===== src/rtl/poly_arith_pkg.sv =====
// Shared arithmetic types for the polynomial datapath: coefficient width and modulus.
package poly_arith_pkg;
    localparam int unsigned COEFF_W = 12;
    localparam int unsigned Q       = 3329;

    typedef logic [COEFF_W-1:0] coeff_t;
endpackage


===== src/rtl/mod_add.sv =====
// Modular adder: (a + b) mod Q for canonical operands, one conditional subtract.
module mod_add
    import poly_arith_pkg::*;
(
    input  coeff_t a,
    input  coeff_t b,
    output coeff_t sum
);
    logic [COEFF_W:0] raw;
    logic [COEFF_W:0] red;

    assign raw = {1'b0, a} + {1'b0, b};
    assign red = raw - (COEFF_W+1)'(Q);
    assign sum = (raw >= (COEFF_W+1)'(Q)) ? red[COEFF_W-1:0] : raw[COEFF_W-1:0];
endmodule


===== src/rtl/poly_add_ctrl.sv =====
// Streams two operand memories through a mod-Q adder into a result memory, one
// coefficient per cycle; the write side trails the read side by one cycle.
//
// state | meaning
// IDLE  | waiting for start_i
// READ  | issuing reads for addresses 0..N_COEFF-1
// DRAIN | last read data returning, final write in flight
// DONE  | one-cycle completion pulse
module poly_add_ctrl
    import poly_arith_pkg::*;
#(
    parameter  int N_COEFF = 256,
    localparam int AW      = $clog2(N_COEFF)
) (
    input  logic          clk,
    input  logic          rst,
    input  logic          start_i,
    output logic          busy_o,
    output logic          done_o,
    output logic          rd_en_o,
    output logic [AW-1:0] rd_addr_o,
    input  coeff_t        op1_rdata_i,
    input  coeff_t        op2_rdata_i,
    output logic          wr_en_o,
    output logic [AW-1:0] wr_addr_o,
    output coeff_t        wr_data_o
);
    typedef enum logic [1:0] {IDLE, READ, DRAIN, DONE} state_t;

    state_t        state_q, state_d;
    logic [AW-1:0] addr_q, addr_d;
    logic          wr_en_q;
    logic [AW-1:0] wr_addr_q;
    coeff_t        sum;

    always_ff @(posedge clk) begin
        if (rst) begin
            state_q   <= IDLE;
            addr_q    <= '0;
            wr_en_q   <= 1'b0;
            wr_addr_q <= '0;
        end else begin
            state_q   <= state_d;
            addr_q    <= addr_d;
            wr_en_q   <= rd_en_o;
            wr_addr_q <= rd_addr_o;
        end
    end

    // Address returns to zero on leaving READ so it never wraps into a new pass.
    always_comb begin
        state_d = state_q;
        addr_d  = '0;
        rd_en_o = 1'b0;
        busy_o  = 1'b0;
        done_o  = 1'b0;
        case (state_q)
            IDLE: begin
                if (start_i) state_d = READ;
            end
            READ: begin
                rd_en_o = 1'b1;
                busy_o  = 1'b1;
                if (addr_q == AW'(N_COEFF-1)) state_d = DRAIN;
                else                          addr_d  = addr_q + AW'(1);
            end
            DRAIN: begin
                busy_o  = 1'b1;
                state_d = DONE;
            end
            DONE: begin
                done_o  = 1'b1;
                state_d = IDLE;
            end
            default: state_d = IDLE;
        endcase
    end

    assign rd_addr_o = addr_q;
    assign wr_en_o   = wr_en_q;
    assign wr_addr_o = wr_addr_q;

    mod_add u_mod_add (
        .a   (op1_rdata_i),
        .b   (op2_rdata_i),
        .sum (sum)
    );

    // Gate the result so the data bus reads zero whenever no write is in progress.
    assign wr_data_o = wr_en_q ? sum : '0;
endmodule


===== config.mk =====
export PLATFORM = sky130hd
export DESIGN_NAME = poly_add_ctrl
export DESIGN_NICKNAME = d
export VERILOG_FILES = /design/src/rtl/poly_arith_pkg.sv /design/src/rtl/mod_add.sv /design/src/rtl/poly_add_ctrl.sv
export SDC_FILE = /design/constraint.sdc
export NUM_CORES = 1
export LEC_CHECK = 0
export CORE_MARGIN = 3
export CORE_UTILIZATION = 41
export DETAILED_ROUTE_END_ITERATION = 8
export GPL_TIMING_DRIVEN = 0
export HOLD_SLACK_MARGIN = 0.02
export PLACE_DENSITY = 0.72
export REMOVE_ABC_BUFFERS = 1
export SKIP_CTS_REPAIR_TIMING = 1
export SLEW_MARGIN = 20
export SYNTH_ARGS = -nofsm -noshare
export SYNTH_HDL_FRONTEND = slang
export SYNTH_SLANG_ARGS = --single-unit

===== constraint.sdc =====
create_clock -name clk -period 6.1 [get_ports clk]
set_clock_uncertainty 0.2 [all_clocks]
set_input_delay 1.22 -clock clk [delete_from_list [all_inputs] [get_ports clk]]
set_output_delay 1.22 -clock clk [all_outputs]
set_load 0.1 [all_outputs]

Yosys cells after proc, flatten, opt, wreduce, memory -nomap -nowiden
Cells that the tools add are included.
- flip-flop bits (word level): 19
- bits of input ports: 27
- output and inout port bits: 32
- word-level logic and storage cells: 27
- $add $sub $neg: 3
- $lt $le $gt $ge: 1
- equal/unequal tests: 6
- multiplexer cells: 8
- bitwise operators: 1
- reductions and logical operators: 4
- operators with widths (operator ; number):
    2-to-1 mux 12 bit ; 2
    adder 12 x 12 -> 13 bit ; 1
    >= comparator 13 x 12 -> 1 bit, second input constant ; 1
    subtractor 12 bit, second input constant ; 1
    adder 8 x 1 -> 8 bit, second input constant ; 1
    equality test 8 bit, second input constant ; 1
    one-hot mux 2 bit (4 select lines) ; 1
    equality test 2 bit, second input constant ; 2
    2-to-1 mux 2 bit ; 2
    inequality test 2 bit, second input constant ; 2
    2-to-1 mux 1 bit ; 3
    OR reduction 3 bit ; 1
    equality test 2 x 1 -> 1 bit, second input constant ; 1
    zero test 2 bit ; 1
    AND reduction 2 bit ; 1
    OR reduction 2 bit ; 1
    NOT 1 bit ; 1

Depth between registers and ports, before layout
- depth in word-level cells: 4
- depth in mapped cells: 11
- depth with buffers taken out: 10

By module
A second synthesis with hierarchy kept.
- cell total of the unflattened synthesis: 218
- area, all modules: 1816.7 um2
- modules (own cells, without submodules) (module ; instances ; cells each ; area each (um2) ; seq. area each (um2)):
    mod_add ; 1 ; 133 ; 996.0 ; 0.0
    poly_add_ctrl ; 1 ; 85 ; 820.8 ; 380.4

Least setup slack after synthesis
OpenSTA, ideal clock, no wires.
- kind: input -> output
- start: input port op1_rdata_i[0]
- end: output port wr_data_o[3]
- data arrival time: 5.626 ns
- slack: -0.946 ns
- stages on the path: 10
- buffers on the path: 1
- cells stage by stage: ha_1 > fa_1 > a211o_1 > a2111o_1 > o2111ai_2 > nor4_1 > a32o_2 > o21a_1 > buf_6 > o31ai_1
- longest elaborated chain between the ends: 4
- elaborated cells on any way between the ends: 5
- ends and longest elaborated chain (element ; RTL line ; RTL):
    from (decl) ; poly_add_ctrl.sv:22 ; input coeff_t op1_rdata_i,
    adder 12 x 12 -> 13 bit (*) ; mod_add.sv:12 ; assign raw = {1'b0, a} + {1'b0, b};
    subtractor 12 bit / >= comparator 13 x 12 -> 1 bit (equally long branches) ; mod_add.sv:13, mod_add.sv:14 ;
    2-to-1 mux 12 bit (*) ; mod_add.sv:14 ; assign sum = (raw >= (COEFF_W+1)'(Q)) ? red[COEFF_W-1:0] : raw[COEFF_W-1:0];
    2-to-1 mux 12 bit (*) ; poly_add_ctrl.sv:90 ; assign wr_data_o = wr_en_q ? sum : '0;
    to (decl) ; poly_add_ctrl.sv:26 ; output coeff_t wr_data_o
Every way passes the cells marked *; elsewhere a longest branch is shown, timed or not.

Worst setup path in the final report
- start: input port op2_rdata_i[1]
- end: output port wr_data_o[9]
- longest elaborated chain between the ends: 4
- elaborated cells on any way between the ends: 5
- ends and longest elaborated chain (element ; RTL line ; RTL):
    from (decl) ; poly_add_ctrl.sv:23 ; input coeff_t op2_rdata_i,
    adder 12 x 12 -> 13 bit (*) ; mod_add.sv:12 ;
    subtractor 12 bit / >= comparator 13 x 12 -> 1 bit (equally long branches) ; mod_add.sv:13, mod_add.sv:14 ;
    2-to-1 mux 12 bit (*) ; mod_add.sv:14 ;
    2-to-1 mux 12 bit (*) ; poly_add_ctrl.sv:90 ;
Marks and branches as above.

==> run_results.csv <==
group,metric,value,unit
clock_network,cts_buffer_depth,2,
setup_path,end_kind,"primary output",
layout,finalNetCount,335,
floorplan,start_util,43.9,%
synth,synth_simple_gate_area_share,25.6,%
synth,syn_area_per_cell,7.94,um2
run,cap_violations,0,
setup_path,r2r_slack,4.06,ns
layout,layout.cells.non_filler,337,
timing,setup_viol,0,
timing,finalHoldViolCount,0,
floorplan,rows,23,
drt,wl_per_cell,14.0,um
synth,synth_xor_area_share,7.23,%
drt,drcViolationCount,0,
floorplan,die_x,72.6,um
timing,layout_min_cycle_time,5.90,ns
drt,viasPerCell,5.52,
pwr,cellLeakagePower,0.00101,uW
synth,ys_types,50,
pwr,peakVddDrop,0.342,mV
floorplan,boundaryPins,59,
floorplan,coreArea,4140,um2
setup_path,cp-start-kind,"primary input",
synth,yosys.area.top_type,"dfxtp_1",
synth,synth_compound_area_share,25.7,%
worst_hold_path,min_delay_worst_endpoint,"rd_addr_o[0]$_SDFF_PP0_",
setup_path,timing.rr.start,"rd_addr_o[0]$_SDFF_PP0_",
synth,ys_ff_latch,19,
setup_path,cp_max_fo,7,
clock_network,root_buffer,"clkbuf_8",
synth,synth_mux_area_share,1.65,%
placed_design,hpwl,3.50,mm
synth,ys.flop_type,"dfxtp_1",
grt,antenna_found_initial,0,
synth,synth_top_family_by_area,"compound AO/OA/AOI/OAI gates",
synth,yosysSeqAreaShare,20.9,%
layout,drive_above_1_share,12.9,%
layout,antenna_cells,0,
grt,grt_pass1_vias,1660,
worst_hold_path,hold_path_startpoint,"rd_addr_o[0]$_SDFF_PP0_",
clock_network,cts_tree,"done",
synth,synth_edf_count,0,
placed_design,placed_cells_incl_taps,330,
clock_network,clkSinkCount,19,
floorplan,die-area,5270,um2
clock_network,numCtsBuffers,3,
synth,netlist_top_cells_area,"dfxtp_1, ha_1, xnor2_1",
synth,synth_top_area_share,20.9,%
grt,overflow,0,
timing,worst_pin_slew,0.992,ns
layout,syn2layout_area_growth,39.8,%
timing,rsz0062_at_grt,"false",
floorplan,dieHeight,72.6,um
setup_path,crit_type,"primary input to primary output",
timing,finalMaxSlewViolations,0,
placed_design,numPortBuffers,58,
timing,max_freq,0.169,GHz
timing,finalSetupTns,0,ns
placed_design,globalplace.congestion,0.777,
drt,drt-total-wl,4.72,mm
setup_path,critical_path_required,4.68,ns
timing,min_period_over_period,96.8,%
drt,ant_nets,0,
synth,synthCells,229,
synth,async_flop_share,0,%
timing,holdWs,0.292,ns
worst_hold_path,hold_class,"register to register",
drt,first_iter_violations,125,
synth,synthesis.area,1820,um2
synth,ys_warn_count,0,
timing,maxSlewHeadroom,33.7,%
setup_path,reg2reg_to,"state_q[0]$_SDFFE_PP0P_",
grt,grt_max_degree,14,
pwr,powerDensity,297,nW/um2
worst_hold_path,holdPathStages,1,
drt,dr.pass1.iters,4,
grt,grt_pass1_wl,7.51,mm
clock_network,cts_max_level,1,
synth,synth_fa_ha_area_share,14.2,%
drt,num_vias,1860,
clock_network,clk_latency,0.25,ns
pwr,total_power,756,uW
outcome,status,"complete, no violations",
setup_path,rr_worst_depth,6,
setup_path,cp.arrival,4.48,ns
clock_network,clkTransAtPathRegs,0.06,ns
grt,grt_use_total,17.1,%
cell families (layout without fill, tap and decap cells):
logic type	after synthesis	count (layout)
buf+inv	19	76
fa+ha+maj	20	20
compound gates	67	68
flops	19	19
mux	3	3
xor+xnor	15	15
simple gates	86	86
how the worst max path moves through the flow:
stage / end / from / slack [ns]
after floorplan: wr_data_o[3] / op1_rdata_i[0] / -0.92
after global placement: wr_data_o[5] / op1_rdata_i[0] / -0.94
after detailed placement: wr_data_o[5] / op1_rdata_i[0] / -0.94
after CTS: wr_data_o[5] / op1_rdata_i[0] / -0.96
after global routing: wr_data_o[9] / op2_rdata_i[1] / 0.02
final: wr_data_o[9] / op2_rdata_i[1] / 0.20
sequential cells by signal, summed over array words and instances (netlist names):
register and flops:
wr_en_o 1, state_q 2, wr_addr_o 8, rd_addr_o 8
synth_stat cells, types with 3 or more instances:
cell type and instances:
a21o_1 3, xnor2_1 10, o21ai_0 17, o21a_1 7, xor2_1 5, nor4_1 3
nand4_1 4, clkbuf_1 5, nor2b_1 9, o211ai_1 3, and3_1 6, nor2_1 20
inv_1 11, or3_1 3, nand2_1 10, ha_1 19, o31ai_1 3, nor3_1 8
nand3_1 6, mux2i_1 3, or2_2 4, a21oi_1 14, nand3b_1 3, dfxtp_1 19
where the power goes:
part / leakage [uW] / switching (uW) / internal [uW] / total [uW]
registers: 0.000154 / 13.8 / 136 / 150
logic: 0.000837 / 374 / 148 / 522
clock network: 0.0000228 / 38.3 / 46.3 / 84.6
total: 0.00101 / 426 / 330 / 756
through the flow:
stage | utilization [%] | setup WS [ns] | cell area, um2
finish | 61.4 | 0.197 | 2540
global route | 61.4 | 0.0227 | 2540
CTS | 59.5 | -0.962 | 2460
detailed placement | 58.4 | -0.937 | 2420
global placement | 58.4 | -0.943 | 2420
floorplan | - | -0.919 | 1780
area by class of cell:
cell class / count / area, um2
timing repair buffer: 60 / 577
sequential: 19 / 380
multi-input combinational: 192 / 1430
tap: 50 / 62.6
fill: 387 / 1600
clock buffer: 4 / 45.0
inverter: 12 / 45.0
routing by layer:
metal	GRT usage, %	wire length [um]	up-vias
li1	-	-	970
met1	25.7	2310	835
met2	25.8	2110	51
met3	3.17	276	4
met4	2.66	21	0
met5	0	0	-
worst max-delay path, stage by stage:
cell and delay, ns:
clkdlybuf4s50_1 0.45, fa_2 0.43, a211oi_1 0.31, o21ai_0 0.22, a21oi_2 0.27, o21ai_0 0.14
a21oi_1 0.41, o21ai_2 0.20, a211oi_1 0.21, nand2b_1 0.15, clkbuf_2 0.46
placed cells by master (no fill, tap or decap), types with 4 or more instances in the layout:
| master | count |
|---|---|
| nand3_1 | 6 |
| o21ai_0 | 17 |
| dfxtp_1 | 19 |
| clkbuf_2 | 6 |
| o21a_1 | 6 |
| nand2_1 | 10 |
| ha_1 | 18 |
| inv_1 | 11 |
| and3_1 | 6 |
| xor2_1 | 5 |
| nor3_1 | 8 |
| nor2b_1 | 9 |
| a21oi_1 | 10 |
| xnor2_1 | 10 |
| nand4_1 | 4 |
| or2_2 | 4 |
| nor2_1 | 20 |
| clkdlybuf4s50_1 | 44 |
| a21oi_2 | 4 |
Power figures use the tool's default switching activity.
